==> src/rtl/dma_cmd_scheduler.sv <==
// DMA command scheduler: round-robin intake from NUM_REQ requesters into an in-order
// queue, one command at a time to the engine, completion pulse back to the owner.
module dma_cmd_scheduler #(
    parameter int NUM_REQ        = 2,
    parameter int ADDR_BITS      = 8,
    parameter int SRAM_ADDR_BITS = 11,
    parameter int LEN_BITS       = 8,
    parameter int QUEUE_DEPTH    = 4,
    parameter int TIMEOUT_CYCLES = 1024
) (
    input  logic                                         clk,
    input  logic                                         reset,
    input  logic [NUM_REQ-1:0]                           req_valid,
    output logic [NUM_REQ-1:0]                           req_ready,
    input  logic [NUM_REQ-1:0]                           req_direction,
    input  logic [NUM_REQ-1:0][ADDR_BITS-1:0]            req_ext_addr,
    input  logic [NUM_REQ-1:0][SRAM_ADDR_BITS-1:0]       req_sram_addr,
    input  logic [NUM_REQ-1:0][LEN_BITS-1:0]             req_length,
    output logic [NUM_REQ-1:0]                           cpl_valid,
    output logic [NUM_REQ-1:0]                           cpl_error,
    output logic                                         dma_cmd_valid,
    output logic                                         dma_cmd_direction,
    output logic [ADDR_BITS-1:0]                         dma_cmd_ext_addr,
    output logic [SRAM_ADDR_BITS-1:0]                    dma_cmd_sram_addr,
    output logic [LEN_BITS-1:0]                          dma_cmd_length,
    input  logic                                         dma_cmd_ready,
    input  logic                                         dma_done,
    input  logic                                         dma_error,
    output logic [$clog2(QUEUE_DEPTH):0]                 queue_count,
    output logic                                         busy,
    output logic [$clog2(NUM_REQ)-1:0]                   active_req_id
);

    localparam int ID_W  = $clog2(NUM_REQ);
    localparam int PTR_W = $clog2(QUEUE_DEPTH);
    localparam int CNT_W = PTR_W + 1;
    localparam int WD_W  = (TIMEOUT_CYCLES > 1) ? $clog2(TIMEOUT_CYCLES) : 1;

    typedef enum logic [1:0] {
        S_IDLE  = 2'd0,
        S_ISSUE = 2'd1,
        S_WAIT  = 2'd2,
        S_CPL   = 2'd3
    } state_t;

    state_t              state_q, state_d;
    logic [ID_W-1:0]     rr_ptr_q, rr_ptr_d;
    logic [PTR_W-1:0]    wr_ptr_q, wr_ptr_d;
    logic [PTR_W-1:0]    rd_ptr_q, rd_ptr_d;
    logic [CNT_W-1:0]    count_q, count_d;
    logic [WD_W-1:0]     wd_q, wd_d;
    logic                cpl_err_q, cpl_err_d;
    logic [ID_W-1:0]     act_q, act_d;

    logic [ID_W-1:0]           q_id_q   [QUEUE_DEPTH];
    logic                      q_dir_q  [QUEUE_DEPTH];
    logic [ADDR_BITS-1:0]      q_ext_q  [QUEUE_DEPTH];
    logic [SRAM_ADDR_BITS-1:0] q_sram_q [QUEUE_DEPTH];
    logic [LEN_BITS-1:0]       q_len_q  [QUEUE_DEPTH];

    logic                      arb_found;
    logic [ID_W-1:0]           arb_win;
    logic [ID_W-1:0]           arb_cand;
    logic                      accept;
    logic                      pop;

    logic [ID_W-1:0]           head_id;
    logic                      head_dir;
    logic [ADDR_BITS-1:0]      head_ext;
    logic [SRAM_ADDR_BITS-1:0] head_sram;
    logic [LEN_BITS-1:0]       head_len;

    assign head_id   = q_id_q[rd_ptr_q];
    assign head_dir  = q_dir_q[rd_ptr_q];
    assign head_ext  = q_ext_q[rd_ptr_q];
    assign head_sram = q_sram_q[rd_ptr_q];
    assign head_len  = q_len_q[rd_ptr_q];

    // Round-robin scan starting at rr_ptr; first valid requester wins.
    always_comb begin
        arb_found = 1'b0;
        arb_win   = '0;
        arb_cand  = '0;
        for (int k = 0; k < NUM_REQ; k++) begin
            arb_cand = ID_W'((int'(rr_ptr_q) + k) % NUM_REQ);
            if (!arb_found && req_valid[arb_cand]) begin
                arb_found = 1'b1;
                arb_win   = arb_cand;
            end
        end
    end

    // Reset gating keeps the grant low while the block is held in reset.
    assign accept = reset && arb_found && (count_q < CNT_W'(QUEUE_DEPTH));

    always_comb begin
        req_ready = '0;
        for (int i = 0; i < NUM_REQ; i++) begin
            req_ready[i] = accept && (arb_win == ID_W'(i));
        end
    end

    always_comb begin
        rr_ptr_d = rr_ptr_q;
        if (accept) begin
            rr_ptr_d = (arb_win == ID_W'(NUM_REQ - 1)) ? '0 : arb_win + ID_W'(1);
        end
    end

    always_comb begin
        wr_ptr_d = accept ? wr_ptr_q + PTR_W'(1) : wr_ptr_q;
        rd_ptr_d = pop ? rd_ptr_q + PTR_W'(1) : rd_ptr_q;
        count_d  = count_q;
        if (accept && !pop) begin
            count_d = count_q + CNT_W'(1);
        end else if (!accept && pop) begin
            count_d = count_q - CNT_W'(1);
        end
    end

    always_ff @(posedge clk) begin
        if (accept) begin
            q_id_q[wr_ptr_q]   <= arb_win;
            q_dir_q[wr_ptr_q]  <= req_direction[arb_win];
            q_ext_q[wr_ptr_q]  <= req_ext_addr[arb_win];
            q_sram_q[wr_ptr_q] <= req_sram_addr[arb_win];
            q_len_q[wr_ptr_q]  <= req_length[arb_win];
        end
    end

    always_ff @(posedge clk or negedge reset) begin
        if (!reset) begin
            rr_ptr_q  <= '0;
            wr_ptr_q  <= '0;
            rd_ptr_q  <= '0;
            count_q   <= '0;
            wd_q      <= '0;
            cpl_err_q <= 1'b0;
            act_q     <= '0;
        end else begin
            rr_ptr_q  <= rr_ptr_d;
            wr_ptr_q  <= wr_ptr_d;
            rd_ptr_q  <= rd_ptr_d;
            count_q   <= count_d;
            wd_q      <= wd_d;
            cpl_err_q <= cpl_err_d;
            act_q     <= act_d;
        end
    end

    always_ff @(posedge clk or negedge reset) begin
        if (!reset) begin
            state_q <= S_IDLE;
        end else begin
            state_q <= state_d;
        end
    end

    always_comb begin
        state_d   = state_q;
        pop       = 1'b0;
        cpl_err_d = cpl_err_q;
        wd_d      = wd_q;
        act_d     = act_q;
        case (state_q)
            S_IDLE: begin
                // Zero-length commands complete with error without touching the engine.
                if (count_q != '0) begin
                    if (head_len == '0) begin
                        pop       = 1'b1;
                        act_d     = head_id;
                        cpl_err_d = 1'b1;
                        state_d   = S_CPL;
                    end else begin
                        state_d = S_ISSUE;
                    end
                end
            end
            S_ISSUE: begin
                if (dma_cmd_ready) begin
                    pop     = 1'b1;
                    act_d   = head_id;
                    wd_d    = '0;
                    state_d = S_WAIT;
                end
            end
            S_WAIT: begin
                if (dma_done) begin
                    cpl_err_d = dma_error;
                    state_d   = S_CPL;
                end else if ((TIMEOUT_CYCLES != 0) && (wd_q == WD_W'(TIMEOUT_CYCLES - 1))) begin
                    cpl_err_d = 1'b1;
                    state_d   = S_CPL;
                end else begin
                    wd_d = wd_q + WD_W'(1);
                end
            end
            S_CPL: begin
                state_d = S_IDLE;
            end
            default: begin
                state_d = S_IDLE;
            end
        endcase
    end

    always_comb begin
        dma_cmd_valid     = 1'b0;
        dma_cmd_direction = 1'b0;
        dma_cmd_ext_addr  = '0;
        dma_cmd_sram_addr = '0;
        dma_cmd_length    = '0;
        cpl_valid         = '0;
        cpl_error         = '0;
        case (state_q)
            S_ISSUE: begin
                dma_cmd_valid     = 1'b1;
                dma_cmd_direction = head_dir;
                dma_cmd_ext_addr  = head_ext;
                dma_cmd_sram_addr = head_sram;
                dma_cmd_length    = head_len;
            end
            S_CPL: begin
                for (int i = 0; i < NUM_REQ; i++) begin
                    if (act_q == ID_W'(i)) begin
                        cpl_valid[i] = 1'b1;
                        cpl_error[i] = cpl_err_q;
                    end
                end
            end
            default: begin
            end
        endcase
    end

    assign queue_count   = count_q;
    assign busy          = (state_q != S_IDLE) || (count_q != '0);
    assign active_req_id = act_q;

endmodule

==> config.mk <==
export PLATFORM = sky130hd
export DESIGN_NAME = dma_cmd_scheduler
export DESIGN_NICKNAME = d
export VERILOG_FILES = /design/src/rtl/dma_cmd_scheduler.sv
export SDC_FILE = /design/constraint.sdc
export NUM_CORES = 1
export LEC_CHECK = 0
export CORE_MARGIN = 5
export CORE_UTILIZATION = 25
export CTS_CLUSTER_SIZE = 16
export DETAILED_ROUTE_END_ITERATION = 8
export SLEW_MARGIN = 20
export SYNTH_ARGS = -nofsm -noshare
export SYNTH_HDL_FRONTEND = slang
export SYNTH_SLANG_ARGS = --single-unit
==> constraint.sdc <==
create_clock -name clk -period 6.47 [get_ports clk]
set_clock_uncertainty 0.05 [all_clocks]
set_input_delay 1.294 -clock clk [delete_from_list [all_inputs] [get_ports clk]]
set_output_delay 1.294 -clock clk [all_outputs]
set_load 0.03 [all_outputs]
# Word level (Yosys, flattened, before mapping)
# Memories as Yosys holds them, arrays and structs flattened.
# Cells that the tools add are included.
[classes] n_addsub=7 bitwise=1 n_eq_ne=10 order_cmp=4 n_mux=55 n_reduce_logical=23
[op_table] op="$mux W8" n=6
[op_table] op="$mux W11" n=3
[op_table] op="$mux W10" n=3
[op_table] op="$mux W1" n=29
[op_table] op="$pmux W10 S2" n=1
[op_table] op="$mux W2" n=7
[op_table] op="$reduce_and A4 Y1" n=3
[op_table] op="$add A10 B1 Y10 const B" n=1
[op_table] op="$eq A10 B10 Y1 const B" n=1
[op_table] op="$ne A2 B2 Y1 const B" n=5
[op_table] op="$reduce_bool A2 Y1" n=5
[op_table] op="$logic_not A8 Y1" n=1
[op_table] op="$pmux W2 S4" n=1
[op_table] op="$logic_and A1 B1 Y1" n=7
[op_table] op="$lt A1 B2 Y1 const B" n=3
[op_table] op="$mux W3" n=2
[op_table] op="$pmux W1 S2" n=3
[op_table] op="$add A2 B1 Y2 const B" n=2
[op_table] op="$eq A2 B2 Y1 const B" n=2
[op_table] op="$add A3 B1 Y3 const B" n=1
[op_table] op="$logic_not A1 Y1" n=3
[op_table] op="$lt A3 B3 Y1 const B" n=1
[op_table] op="$ne A3 B3 Y1 const B" n=1
[op_table] op="$reduce_and A3 Y1" n=1
[op_table] op="7 further kinds" n=8
[totals] elab_cells=113 out_inout_bits=40 ff_bits=22 mem_bits_rw=116 inputBits=63 memories=5
[mem_list] name="q_sram_q" words=4 width=11 read_ports=1 rd_ports_with_merged_regs=0 write_ports=1 line="58" text="logic [SRAM_ADDR_BITS-1:0] q_sram_q [QUEUE_DEPTH];"
[mem_list] name="q_ext_q" words=4 width=8 read_ports=1 rd_ports_with_merged_regs=0 write_ports=1 line="57" text="logic [ADDR_BITS-1:0] q_ext_q [QUEUE_DEPTH];"
[mem_list] name="q_len_q" words=4 width=8 read_ports=1 rd_ports_with_merged_regs=0 write_ports=1 line="59" text="logic [LEN_BITS-1:0] q_len_q [QUEUE_DEPTH];"
[mem_list] name="q_dir_q" words=4 width=1 read_ports=1 rd_ports_with_merged_regs=0 write_ports=1 line="56" text="logic q_dir_q [QUEUE_DEPTH];"
[mem_list] name="q_id_q" words=4 width=1 read_ports=1 rd_ports_with_merged_regs=0 write_ports=1 line="55" text="logic [ID_W-1:0] q_id_q [QUEUE_DEPTH];"

# Logic depth before layout (Yosys ltp)
# Gate-level depths: netlist of the first run.
[depth] word_depth=12 ltp_mapped=11 mapped_depth_nobuf=10

# Worst setup path before layout of the first run
# No wires, ideal clock.
[synth_path] path_kind="input port to output port" from="input port req_valid[0]" to="output port req_ready[0]" arrival_time_ps=2212 required_ps=5126 cell_stages=4 path_buffers=1 slack_ps=2914 cell_sequence="inv_1 > o21ai_0 > clkbuf_1 > and2_1"
[synth_via] elab_chain_cells=9 elab_cells_between_ends=14
[synth_rtl] item="from (decl)" line="13" text="input logic [NUM_REQ-1:0] req_valid,"
[synth_rtl] item="$mux W1 (not written as such) (2 in series)" line="86" text="if (!arb_found && req_valid[arb_cand]) begin"
[synth_rtl] item="$mux W1" line="86"
[synth_rtl] item="$logic_not A1 Y1" line="86"
[synth_rtl] item="$logic_and A1 B1 Y1" line="86"
[synth_rtl] item="$mux W1" line="86"
[synth_rtl] item="$logic_and A1 B1 Y1 (2 in series)" line="94" text="assign accept = reset && arb_found && (count_q < CNT_W'(QUEUE_DEPTH));"
[synth_rtl] item="$logic_and A1 B1 Y1 *" line="99" text="req_ready[i] = accept && (arb_win == ID_W'(i));"
[synth_rtl] item="to (decl)" line="14" text="output logic [NUM_REQ-1:0] req_ready,"
# Every way passes the cells marked *; elsewhere a longest branch is shown, timed or not. The select of a mux whose other input is x is not followed.

# Worst setup path after layout of the first run
[layout_path] from="input port req_valid[1]" to="output port req_ready[1]"
# The elaborated chain is that of the path after synthesis.

==> results of run 1 <==
==> stage by stage <==
stage / setup WS, ns / power (mW) / std cells / instance area (µm²) / hold slack, ns
3_3_place_gp: 1.43 / 2.43 / 834 / 7490 / 0.444
4_1_cts: 1.30 / 3.44 / 866 / 8090 / 0.464
6_report: 1.73 / 3.38 / 866 / 8100 / 0.455
2_1_floorplan: 2.91 / 2.01 / 422 / 6110 / 0.411
5_1_grt: 1.56 / 3.57 / 866 / 8100 / 0.511
3_5_place_dp: 1.31 / 2.47 / 834 / 7490 / 0.450
==> cell families after synthesis <==
family	synth area share [%]
AND/OR/NAND/NOR	14.1
flip-flops	66.1
adder cells (fa/ha/maj)	2.58
multiplexers	11.9
buffers and inverters	2.05
AO/OA/AOI/OAI	1.95
XOR/XNOR	1.29
==> layout make-up <==
type                            instances  area (µm²)
Clock buffer                           17         425
Clock inverter                         15         168
Fill cell                            2347       16100
Inverter                               10        37.5
Multi-Input combinational cell        256        1970
Sequential cell                       138        4040
Tap cell                              324         405
Timing Repair Buffer                  106        1050
==> sequential cells by signal (all words and copies together) (netlist names), 2 cells and up <==
signal and count:
q_sram_q 44, state_q 2, wr_ptr_q 2, q_ext_q 32, q_dir_q 4, queue_count 3
rd_ptr_q 2, wd_q 10, q_id_q 4, q_len_q 32
==> critical path, cell delays in order <==
cell             delay, ns
clkdlybuf4s50_1       0.53
nor2_1                0.09
nor3b_2               0.54
nor2b_1               0.25
clkdlybuf4s50_1       0.70
==> power breakdown <==
group / internal, mW / switching (mW)
combinational: 0.519 / 0.617
sequential: 1.13 / 0.156
clock: 0.576 / 0.386
total: 2.23 / 1.16
==> Yosys cell counts (all sizes together), types with 2 or more instances <==
cell type,number
a31oi,2
xor2,6
nor3b,3
and2,35
ha,11
nand4,2
xnor2,3
dfrtp,22
edfxtp,116
a21oi,5
nand2,97
buf,6
nor2b,5
mux2,3
and3,4
nor3,6
inv,10
mux4,29
o21ai,8
nor2,15
mux2i,2
nand3,7
nor4,4
clkbuf,12
==> per-layer routing <==
metal | global-route usage, % | wire length, µm | part of all wire, % | up-vias
li1 | - | - | - | 1755
met1 | 13.1 | 6220 | 44 | 1810
met2 | 17.3 | 6950 | 50 | 109
met3 | 3.62 | 724 | 5.2 | 7
met4 | 2.13 | 89 | 0.64 | 0
met5 | 0 | 0 | 0 | -
==> worst max-delay path by stage <==
stage | startpoint | to | slack (ns)
floorplan | req_valid[0] | req_ready[0] | 2.91
global placement | req_valid[1] | req_ready[1] | 1.43
global route | req_valid[1] | req_ready[1] | 1.56
detailed placement | req_valid[1] | req_ready[1] | 1.31
CTS | req_valid[1] | req_ready[1] | 1.30
finish | req_valid[1] | req_ready[1] | 1.73
==> cell usage in the layout, fill, tap and decap left out, drive strengths merged, types with 6 or more instances in the layout <==
| cell type | count |
|---|---|
| and2 | 35 |
| inv | 15 |
| o21ai | 8 |
| clkinv | 7 |
| nand2 | 97 |
| xor2 | 6 |
| clkdlybuf4s50 | 102 |
| nand3 | 7 |
| clkbuf | 17 |
| ha | 11 |
| edfxtp | 116 |
| nor2 | 15 |
| mux4 | 29 |
| nor3 | 6 |
| dfrtp | 22 |
==> metrics.txt, run 1 <==
io pins=~100; hold_sp=cpl_err_q; yosys warns=0; post-synth cell types=approximately 40; Critical Path Fanout Max=11; Die Width=between 150 and 200 µm; ANT cells=0; starting density of the core=around a quarter; Top FF cell, synth=edfxtp_1; pin count of the biggest net entering global routing=34; Crit path required time=5.13 ns; f_max=roughly 210 MHz; total clock sinks=between 100 and 150; First DRT Iteration DRCs=160; sequential share of the synthesized area=between 60 and 70%; Row Count=57; final net count=~600; Final GP Congestion=between 0.6 and 0.7; top cell type's share of synthesized area=between 50% and 60%; Critical Path Sink Type=primary output; vias per cell=approximately 4.3; Final min period=approximately 4.7 ns; final wirelength=around 14000 µm; syn_nets=just under 500; Final Max Tran Viols=0; reg2reg end=queue_count[1]; Detail Placement HPWL=approximately 9000 µm; initial antenna violation count=0; FFs w/ async S/R, synth=about 16%; fin crit share=between 70% and 80%; buffers added on ports=a little over 100; H-tree depth=4; share of layout cells above drive strength 1=about an eighth; FF-to-FF Start=rd_ptr_q[0]; cell taking the most area after synthesis=edfxtp_1; hold depth=1; GRT Total Usage=roughly 10%; status=completed; cts repair resizes=0; Core ar.=between 20000 and 25000 µm²; Worst Setup Path Type=in2out; CTS tree=built; Hold WC Path Type=reg2reg; synthesized cell area=6110 µm²; die height=roughly 170 µm; Mapped Avg Cell Area=between 10 and 15 µm²; Root Driver=clkbuf_16; EDFF count, synth=116; final setup fails=0; Post-CTS Setup Inserts=0; reg2reg setup slack=3.07 ns; number of routed nets with antenna violations=0; max-cap check violation count=0; Final Hold Viols=0; Worst VDD drop=between 200 and 250 µV; worst-case clock buffer depth=2; DRC errors left=0; Critical Path AT=~3.4 ns; Congestion Overflow GR=0; Worst slew margin=between 30% and 40%; RSZ-0062 raised after global routing=no; Power Density=418 nW/µm²; vias in the first global route=3951; flops & latches, synth=between 100 and 150; total CTS buffers=17; die area=approximately 28000 µm²; Syn Inst Count=between 400 and 500; Worst-path clk slew=0.06 ns; clock latency on the worst-skew pair=0.41 ns; routed len/inst=about 16 µm; R2R depth=7; Pre-antenna DRT Iters=4; launching element type of the critical path=input pin; first-pass GRT wire length=22100 µm; Lkg Pwr=between 2 and 3 nW; Setup TNS=0 ns; top cells by area, synth=edfxtp_1 (57%), dfrtp_1 (9.0%), mux4_2 (8.5%), nand2_1 (6.0%), and2_1 (3.6%); Worst Hold End=cpl_err_q; routed vias=around 3.7k; worst-margin pin slew=0.912 ns; hold_buf cts=0; Core Util, Final=between 30% and 40%; area grow syn2layout=32.6%
Note: power is estimated with default switching activity, not from simulation.
==> run 2: changes to the inputs <==
==> constraint.sdc (replaced) <==
create_clock -name clk -period 4.1 [get_ports clk]
set_clock_uncertainty 0.05 [all_clocks]
set_input_delay 0.82 -clock clk [delete_from_list [all_inputs] [get_ports clk]]
set_output_delay 0.82 -clock clk [all_outputs]
set_load 0.03 [all_outputs]
==> run 2 against run 1 <==
  * Via count increased by 0.41%
  * Flip-flop and latch count is the same
  * Total power increased by 58%
  * Critical path depth decreased by 1
  * Clock power rose by 54%
  * Sequential share of layout area down 0.26 points
  * Utilization rose by 0.16 points
  * Critical endpoint is now dma_cmd_sram_addr[6]
==> metrics.txt, run 2 (synthesis gave the netlist of run 1 again) <==
Hold WC Path Type=reg2reg (unchanged); CTS tree=built (unchanged); f_max=280 MHz; Worst VDD drop=277 µV (was 205 µV); hold_buf cts=0 (unchanged); First DRT Iteration DRCs=162 (was 160); Row Count=57 (unchanged); Max stage delay cell, worst path=clkdlybuf4s50_1 (unchanged); Detail Placement HPWL=9370 µm (was 8990 µm); die height=166 µm (unchanged); CP Launch Point=rd_ptr_q[0] (was req_valid[1]); Die Width=166 µm (unchanged); commonest non-fill, non-tap cell in the layout=edfxtp_1 (unchanged); final std cells w/o fill=870 (was 866); Largest Register=q_sram_q (unchanged); cts repair resizes=0 (unchanged); RSZ-0062 raised after global routing=no (unchanged); Final Max Tran Viols=0 (unchanged); worst-case clock buffer depth=2 (unchanged); clock latency on the worst-skew pair=0.41 ns (about the same); Worst-path clk slew=0.06 ns (about the same); Lkg Pwr=2.92 nW (was 2.91 nW); Final GP Congestion=0.707 (was 0.686); Cell Chain, Critical Path=buf_4 -> mux4_2 -> and2_1 -> clkdlybuf4s50_1 (was clkdlybuf4s50_1 -> nor2_1 -> nor3b_2 -> nor2b_1 -> clkdlybuf4s50_1); Filler cells=2333 (was 2347); initial antenna violation count=0 (unchanged); ANT cells=0 (unchanged); Congestion Overflow GR=0 (unchanged); final setup fails=0 (unchanged); Critical Path Fanout Max=14 (was 11); area grow syn2layout=33.2% (was 32.6%); most frequent cells in the layout=edfxtp_1 (116), clkdlybuf4s50_1 (100), nand2_1 (97) (was edfxtp_1 (116), clkdlybuf4s50_1 (102), nand2_1 (97)); Final Hold Viols=0 (unchanged); routed len/inst=16.1 µm (about the same); final net count=608 (was 604); placed instance count=838 (was 834); FF-to-FF Start=rd_ptr_q[1] (was rd_ptr_q[0]); Power Density=658 nW/µm² (was 418 nW/µm²); GRT Total Usage=10.3% (about the same); io pins=103 (unchanged); Setup TNS=0 ns (unchanged); total clock sinks=138 (unchanged); pin count of the biggest net entering global routing=31 (was 34); share of layout cells above drive strength 1=13.4% (was 12.7%); buffers added on ports=102 (unchanged); Pre-antenna DRT Iters=4 (unchanged); Worst slew margin=41.3% (was 39.2%); Core ar.=24200 µm² (unchanged); routed vias=3696 (was 3681); Crit path required time=3.23 ns (was 5.13 ns); Post-CTS Setup Inserts=0 (unchanged); die area=27700 µm² (unchanged); number of routed nets with antenna violations=0 (unchanged); first-pass GRT wire length=22200 µm (was 22100 µm); launching element type of the critical path=flip-flop (was input pin); fin crit share=roughly 87%; status=completed (unchanged); critical path's largest stage delay=0.61 ns (was 0.70 ns); DRC errors left=0 (unchanged); Final WS setup=0.524 ns (was 1.73 ns); Worst Setup Path Type=reg2out (was in2out); worst-margin pin slew=0.880 ns (was 0.912 ns); max reg flops=44 (unchanged); vias in the first global route=3973 (was 3951); final wirelength=14000 µm (about the same); worst slack, placed=0.778 ns (was 1.31 ns); Root Driver=clkbuf_16 (unchanged); max-cap check violation count=0 (unchanged); total CTS buffers=17 (unchanged); vias per cell=4.25 (about the same); Critical Path Sink Type=primary output (unchanged); Top Registers=q_sram_q (44), q_ext_q (32), q_len_q (32) (unchanged); H-tree depth=4 (unchanged); Critical Path AT=2.71 ns (was 3.40 ns); hold_sp=cpl_err_q (unchanged); total power draw=5.36 mW (was 3.38 mW); Final min period=3.58 ns; starting density of the core=25.3% (unchanged)
## run 2: changes by cell type in the layout (fill, tap and decap cells not counted), sizes merged
cell / change
buf: +6
clkinv: -3
clkinvlp: +3
clkbuf: +2
clkdlybuf4s50: -2
inv: -2
## run 2: metrics by stage
| stage | cell area (µm²) | hold slack (ns) | util (%) |
|---|---|---|---|
| after global routing | 8130 | 0.517 | 33.6 |
| after CTS | 8130 | 0.465 | 33.6 |
| final | 8130 | 0.459 | 33.6 |
| after floorplan | 6110 | 0.411 | - |
| after detailed placement | 7560 | 0.450 | 31.3 |
| after global placement | 7560 | 0.435 | 31.3 |
## run 2: worst max-delay path, delay by kind of cell, from the launching register on
family                 cells  cell delay, ns
buffers and inverters      2            0.97
flip-flops                 1            0.58
AND/OR/NAND/NOR            1            0.21
multiplexers               1            0.53
## run 2: metal layers
layer,wire [µm],vias to the layer above,GRT usage [%]
met1,6220,1830,13.4
met5,0,-,0
li1,-,1761,-
met3,760,7,3.17
met4,86,0,2.03
met2,6910,98,17.2
## run 2: worst paths after layout
kind	endpoint	slack (ns)	depth (start not counted)
max in group asynchronous	rd_ptr_q[1]	2.96	2
worst min register to register	cpl_err_q	0.46	1
worst max register to register	queue_count[1]	0.93	7
min in group asynchronous	wd_q[0]	0.79	2
worst min-delay path	cpl_err_q	0.46	1
worst max-delay path	dma_cmd_sram_addr[6]	0.52	4
## run 2: cell type report
class / instances / area, µm² / area share [%]
clock buffers: 19 / 433 / 5.32
clock inverters: 13 / 143 / 1.75
inverters: 10 / 37.5 / 0.462
multi-input cells: 256 / 1960 / 24.2
flip-flops and latches: 138 / 4040 / 49.6
well taps: 324 / 405 / 4.98
repair buffers: 110 / 1110 / 13.7
## run 2: report_power, final
group          switching (mW)  leakage [nW]  internal [mW]
clock                   0.581         0.268          0.899
combinational            1.05          1.32          0.859
sequential              0.186          1.33           1.78
==> run 3: changes to the inputs <==
==> constraint.sdc (replaced) <==
create_clock -name clk -period 3.9 [get_ports clk]
set_clock_uncertainty 0.05 [all_clocks]
set_input_delay 0.78 -clock clk [delete_from_list [all_inputs] [get_ports clk]]
set_output_delay 0.78 -clock clk [all_outputs]
set_load 0.03 [all_outputs]
==> run 3 against run 2 <==
  * Utilization about the same
  * Cell count unchanged
  * Wire length increased by 1.3%
  * First-iteration DRC count increased by 22%
  * Final area decreased by 0.12%
  * Global-route usage increased by 0.088 points
  * Setup slack got worse by 0.17 ns
  * Die area unchanged
  * Register-to-register slack got worse by 0.21 ns
  * Clock power increased by 4%
==> metrics.txt, run 3 (synthesis gave the netlist of run 1 again) <==
clock latency on the worst-skew pair=0.42 ns (was 0.41 ns); die area=27700 µm² (unchanged); final net count=608 (unchanged); status=completed (unchanged); first-pass GRT wire length=22200 µm (about the same); Worst VDD drop=301 µV (was 277 µV); final wirelength=14200 µm (was 14000 µm); Largest Register=q_sram_q (unchanged); vias per cell=4.30 (was 4.25); cts repair resizes=0 (unchanged); pin count of the biggest net entering global routing=33 (was 31); max-cap check violation count=0 (unchanged); Pre-antenna DRT Iters=4 (unchanged); total clock sinks=138 (unchanged); H-tree depth=4 (unchanged); fin crit share=approximately nine tenths; RSZ-0062 raised after global routing=no (unchanged); FF-to-FF Start=rd_ptr_q[0] (was rd_ptr_q[1]); reg2reg setup slack=0.72 ns (was 0.93 ns); Crit path required time=3.07 ns (was 3.23 ns); Setup TNS=0 ns (unchanged); GRT Total Usage=10.4% (was 10.3%); hold_buf cts=0 (unchanged); Detail Placement HPWL=9710 µm (was 9370 µm); Post-CTS Setup Inserts=0 (unchanged); CTS tree=built (unchanged); Lkg Pwr=2.91 nW (was 2.92 nW); Core ar.=24200 µm² (unchanged); critical path's largest stage delay=0.69 ns (was 0.61 ns); Final Hold Viols=0 (unchanged); Worst Setup Path Type=reg2out (unchanged); Final GP Congestion=0.690 (was 0.707); Worst-path clk slew=0.07 ns (was 0.06 ns); Hold WC Path Type=reg2reg (unchanged); vias in the first global route=4017 (was 3973); Die Width=166 µm (unchanged); worst-margin pin slew=0.878 ns (was 0.880 ns); CP Launch Point=rd_ptr_q[0] (unchanged); Cell Chain, Critical Path=buf_12 -> mux4_1 -> and2_1 -> clkdlybuf4s50_1 (was buf_4 -> mux4_2 -> and2_1 -> clkdlybuf4s50_1); initial antenna violation count=0 (unchanged); Critical Path AT=2.71 ns (about the same); routed len/inst=16.3 µm (was 16.1 µm); worst-case clock buffer depth=2 (unchanged); Top Family by Delay on Critical Path=buffers and inverters (unchanged); Row Count=57 (unchanged); die height=166 µm (unchanged); Worst slew margin=41.4% (was 41.3%); routed vias=3745 (was 3696); ANT cells=0 (unchanged); most frequent cells in the layout=edfxtp_1 (116), clkdlybuf4s50_1 (100), nand2_1 (97) (unchanged); DRC errors left=0 (unchanged); First DRT Iteration DRCs=198 (was 162); area grow syn2layout=33.0% (was 33.2%); buffers added on ports=102 (unchanged); commonest non-fill, non-tap cell in the layout=edfxtp_1 (unchanged); Final Max Tran Viols=0 (unchanged); io pins=103 (unchanged); launching element type of the critical path=flip-flop (unchanged); hold_sp=cpl_err_q (unchanged); final setup fails=0 (unchanged); Top Registers=q_sram_q (44), q_ext_q (32), q_len_q (32) (unchanged); Critical Path Fanout Max=17 (was 14); Root Driver=clkbuf_16 (unchanged); share of layout cells above drive strength 1=13.9% (was 13.4%); Core Util, Final=33.6% (about the same); Power Density=689 nW/µm² (was 658 nW/µm²); Critical Path Sink Type=primary output (unchanged); crit path buf inv count=2 (unchanged); Max stage delay cell, worst path=dfrtp_2 (was clkdlybuf4s50_1); Congestion Overflow GR=0 (unchanged); total CTS buffers=17 (unchanged); f_max=~280 MHz; Final min period=between 3 and 4 ns; starting density of the core=25.3% (unchanged); max reg flops=44 (unchanged); number of routed nets with antenna violations=0 (unchanged); total power draw=5.60 mW (was 5.36 mW)
-- run 3: routing by layer --
| layer | share of wire (%) | global-route usage, % | up-vias | routed length, µm |
|---|---|---|---|---|
| li1 | - | - | 1769 | - |
| met1 | 42 | 12.6 | 1862 | 6010 |
| met2 | 51 | 18.1 | 105 | 7240 |
| met3 | 5.6 | 3.38 | 9 | 800 |
| met4 | 0.79 | 2.24 | 0 | 112 |
| met5 | 0 | 0 | - | 0 |
-- run 3: final timing paths --
path                                             to  depth (start not counted)
max in group asynchronous               rd_ptr_q[0]                          2
worst min-delay path                      cpl_err_q                          1
worst max register to register       queue_count[1]                          7
worst min register to register            cpl_err_q                          1
min in group asynchronous             active_req_id                          2
worst max-delay path            dma_cmd_ext_addr[7]                          4
-- run 3: per-stage QoR --
stage	cell area, µm²	cells	hold slack (ns)	worst slack [ns]
3_3_place_gp	7560	838	0.434	0.681
6_report	8120	870	0.461	0.357
2_1_floorplan	6110	422	0.411	1.22
4_1_cts	8120	870	0.465	0.242
3_5_place_dp	7560	838	0.450	0.624
5_1_grt	8120	870	0.480	0.209
-- run 3: power by group --
part / switching [mW] / total (mW) / internal, mW
logic: 1.11 / 2.00 / 0.896
clock network: 0.648 / 1.54 / 0.890
registers: 0.186 / 2.06 / 1.87
total: 1.94 / 5.60 / 3.66
-- run 3: final cells by class --
| type | count | area (µm²) |
|---|---|---|
| inverter | 10 | 37.5 |
| clock buffer | 18 | 429 |
| clock inverter | 14 | 136 |
| fill | 2323 | 16100 |
| sequential | 138 | 4040 |
| timing repair buffer | 110 | 1110 |
| tap | 324 | 405 |
| multi-input combinational | 256 | 1960 |
-- run 3: worst register-to-register path: cells and delay by family, from the launching register on --
family | cells | cell delay (ns)
mux | 2 | 0.96
flops | 1 | 0.69
fa+ha+maj | 2 | 0.69
simple gates | 1 | 0.38
compound gates | 1 | 0.24
buf+inv | 1 | 0.07
==> patch (settings of run 1) <==
Reset style: synchronous (`reset`), changed in 2 clocked blocks.
--- a/src/rtl/dma_cmd_scheduler.sv
+++ b/src/rtl/dma_cmd_scheduler.sv
@@ -130,3 +130,3 @@
 
-    always_ff @(posedge clk or negedge reset) begin
+    always_ff @(posedge clk) begin
         if (!reset) begin
@@ -150,3 +150,3 @@
 
-    always_ff @(posedge clk or negedge reset) begin
+    always_ff @(posedge clk) begin
         if (!reset) begin
Function: differs if reset is asserted again (counterexample within 4 cycles, from zero or initial values and one cycle with reset low); with reset held inactive, the same outputs for 4 cycles.
==> patch against run 1 <==
- synthesized area fell by 0.74%
- final area is 1.0% lower
- sequential cell count is 2 higher
- power down 13%
- routed wire length down 1.6%
- utilization is 0.24 points lower
- count of clock-buffer cells in the layout is the same
- largest cell class unchanged
- synthesized cell count rose by 1.7%
- worst setup slack got worse by 0.056 ns
- clock power is 3.8% lower
==> patch: results (changes against run 1) <==
Layout
  – Final core utilization: 33.2% (was 33.5%)
  – Register share of the cell area: 49.5% (was 49.9%)
  – Inverter count: 15 (was 10)
  – Bufs w/o clock: 103 (was 106)

Worst setup path
  – Worst Path Max Fanout: 31 (was 11)
  – CP max stage cell: o21ai_4 (was clkdlybuf4s50_1)
  – Beginning of the critical path: req_valid[0] (was req_valid[1])
  – Crit path DAT: 3.46 ns (was 3.40 ns)

Placement
  – Placed cell count: 838 (was 834)
  – Gp weighted congestion: 0.703 (was 0.686)
  – Setup WS pre-CTS: 1.62 ns (was 1.31 ns)

Synth
  – Fraction of registers with async set/reset: 0% (was 15.9%)
  – List of most frequent post-synthesis cells: edfxtp_1 (116), nand2_1 (95), and2_1 (35), mux4_2 (28), dfxtp_1 (24) (was edfxtp_1 (116), nand2_1 (97), and2_1 (35), mux4_2 (23), dfrtp_1 (22))
  – Sequential share of the synthesized area: 65.4% (was 66.1%)
  – Mapped Nets: 504 (was 497)

Min path
  – Worst Hold Launch: rd_ptr_q[1]$_SDFFE_PN0P_ (was cpl_err_q$_DFFE_PN0P_)

Routing
  – Met1 Routed Length: 5.79 mm (was 6.22 mm)

GRT
  – Largest net degree at the start of global routing: 35 (was 34)
  – M2 GR Usage: 17.8% (was 17.3%)
  – GR met1 Demand/Resource: 12.4% (was 13.1%)

Floorplan
  – Die Area: 27500 um2 (was 27700 um2)

Pwr
  – Sw Ratio: 32.1% (was 34.2%)
  – Combinational power: 835 uW (was 1.14 mW)
  – Max VDD drop: 0.000135 V (was 0.000205 V)

Run status
  – Run status: complete, no violations (unchanged)

Clock tree
  – TritonCTS Sinks: 140 (was 138)
-- patch: cell types whose count changed after synthesis, moves of 4 or more --
cell	delta
a2111oi_0	+5
dfrtp_1	-22
dfxtp_1	+24
inv_1	+5
mux4_1	-5
mux4_2	+5
nor2_1	+5
nor2b_1	-4
xnor2_1	+6
xor2_1	-4
-- patch: worst paths after layout --
| path | to | slack (ns) | depth (start not counted) |
|---|---|---|---|
| max | req_ready[0] | 1.67 | 5 |
| min | flop | 0.45 | 2 |
| max reg2reg | queue_count[2]$_SDFFE_PN0P_ | 3.11 | 9 |
| min reg2reg | flop | 0.45 | 2 |
-- patch: cell families (layout without fill, tap and decap cells) --
kind of cell,count (synthesis),in the layout,synth area share (%)
buf+inv,33,150,2.17
other cells,0,2,0
fa+ha+maj,12,12,2.60
mux,32,32,11.4
xor+xnor,11,11,1.59
simple gates,171,171,13.4
compound gates,30,30,3.53
flops,140,140,65.4
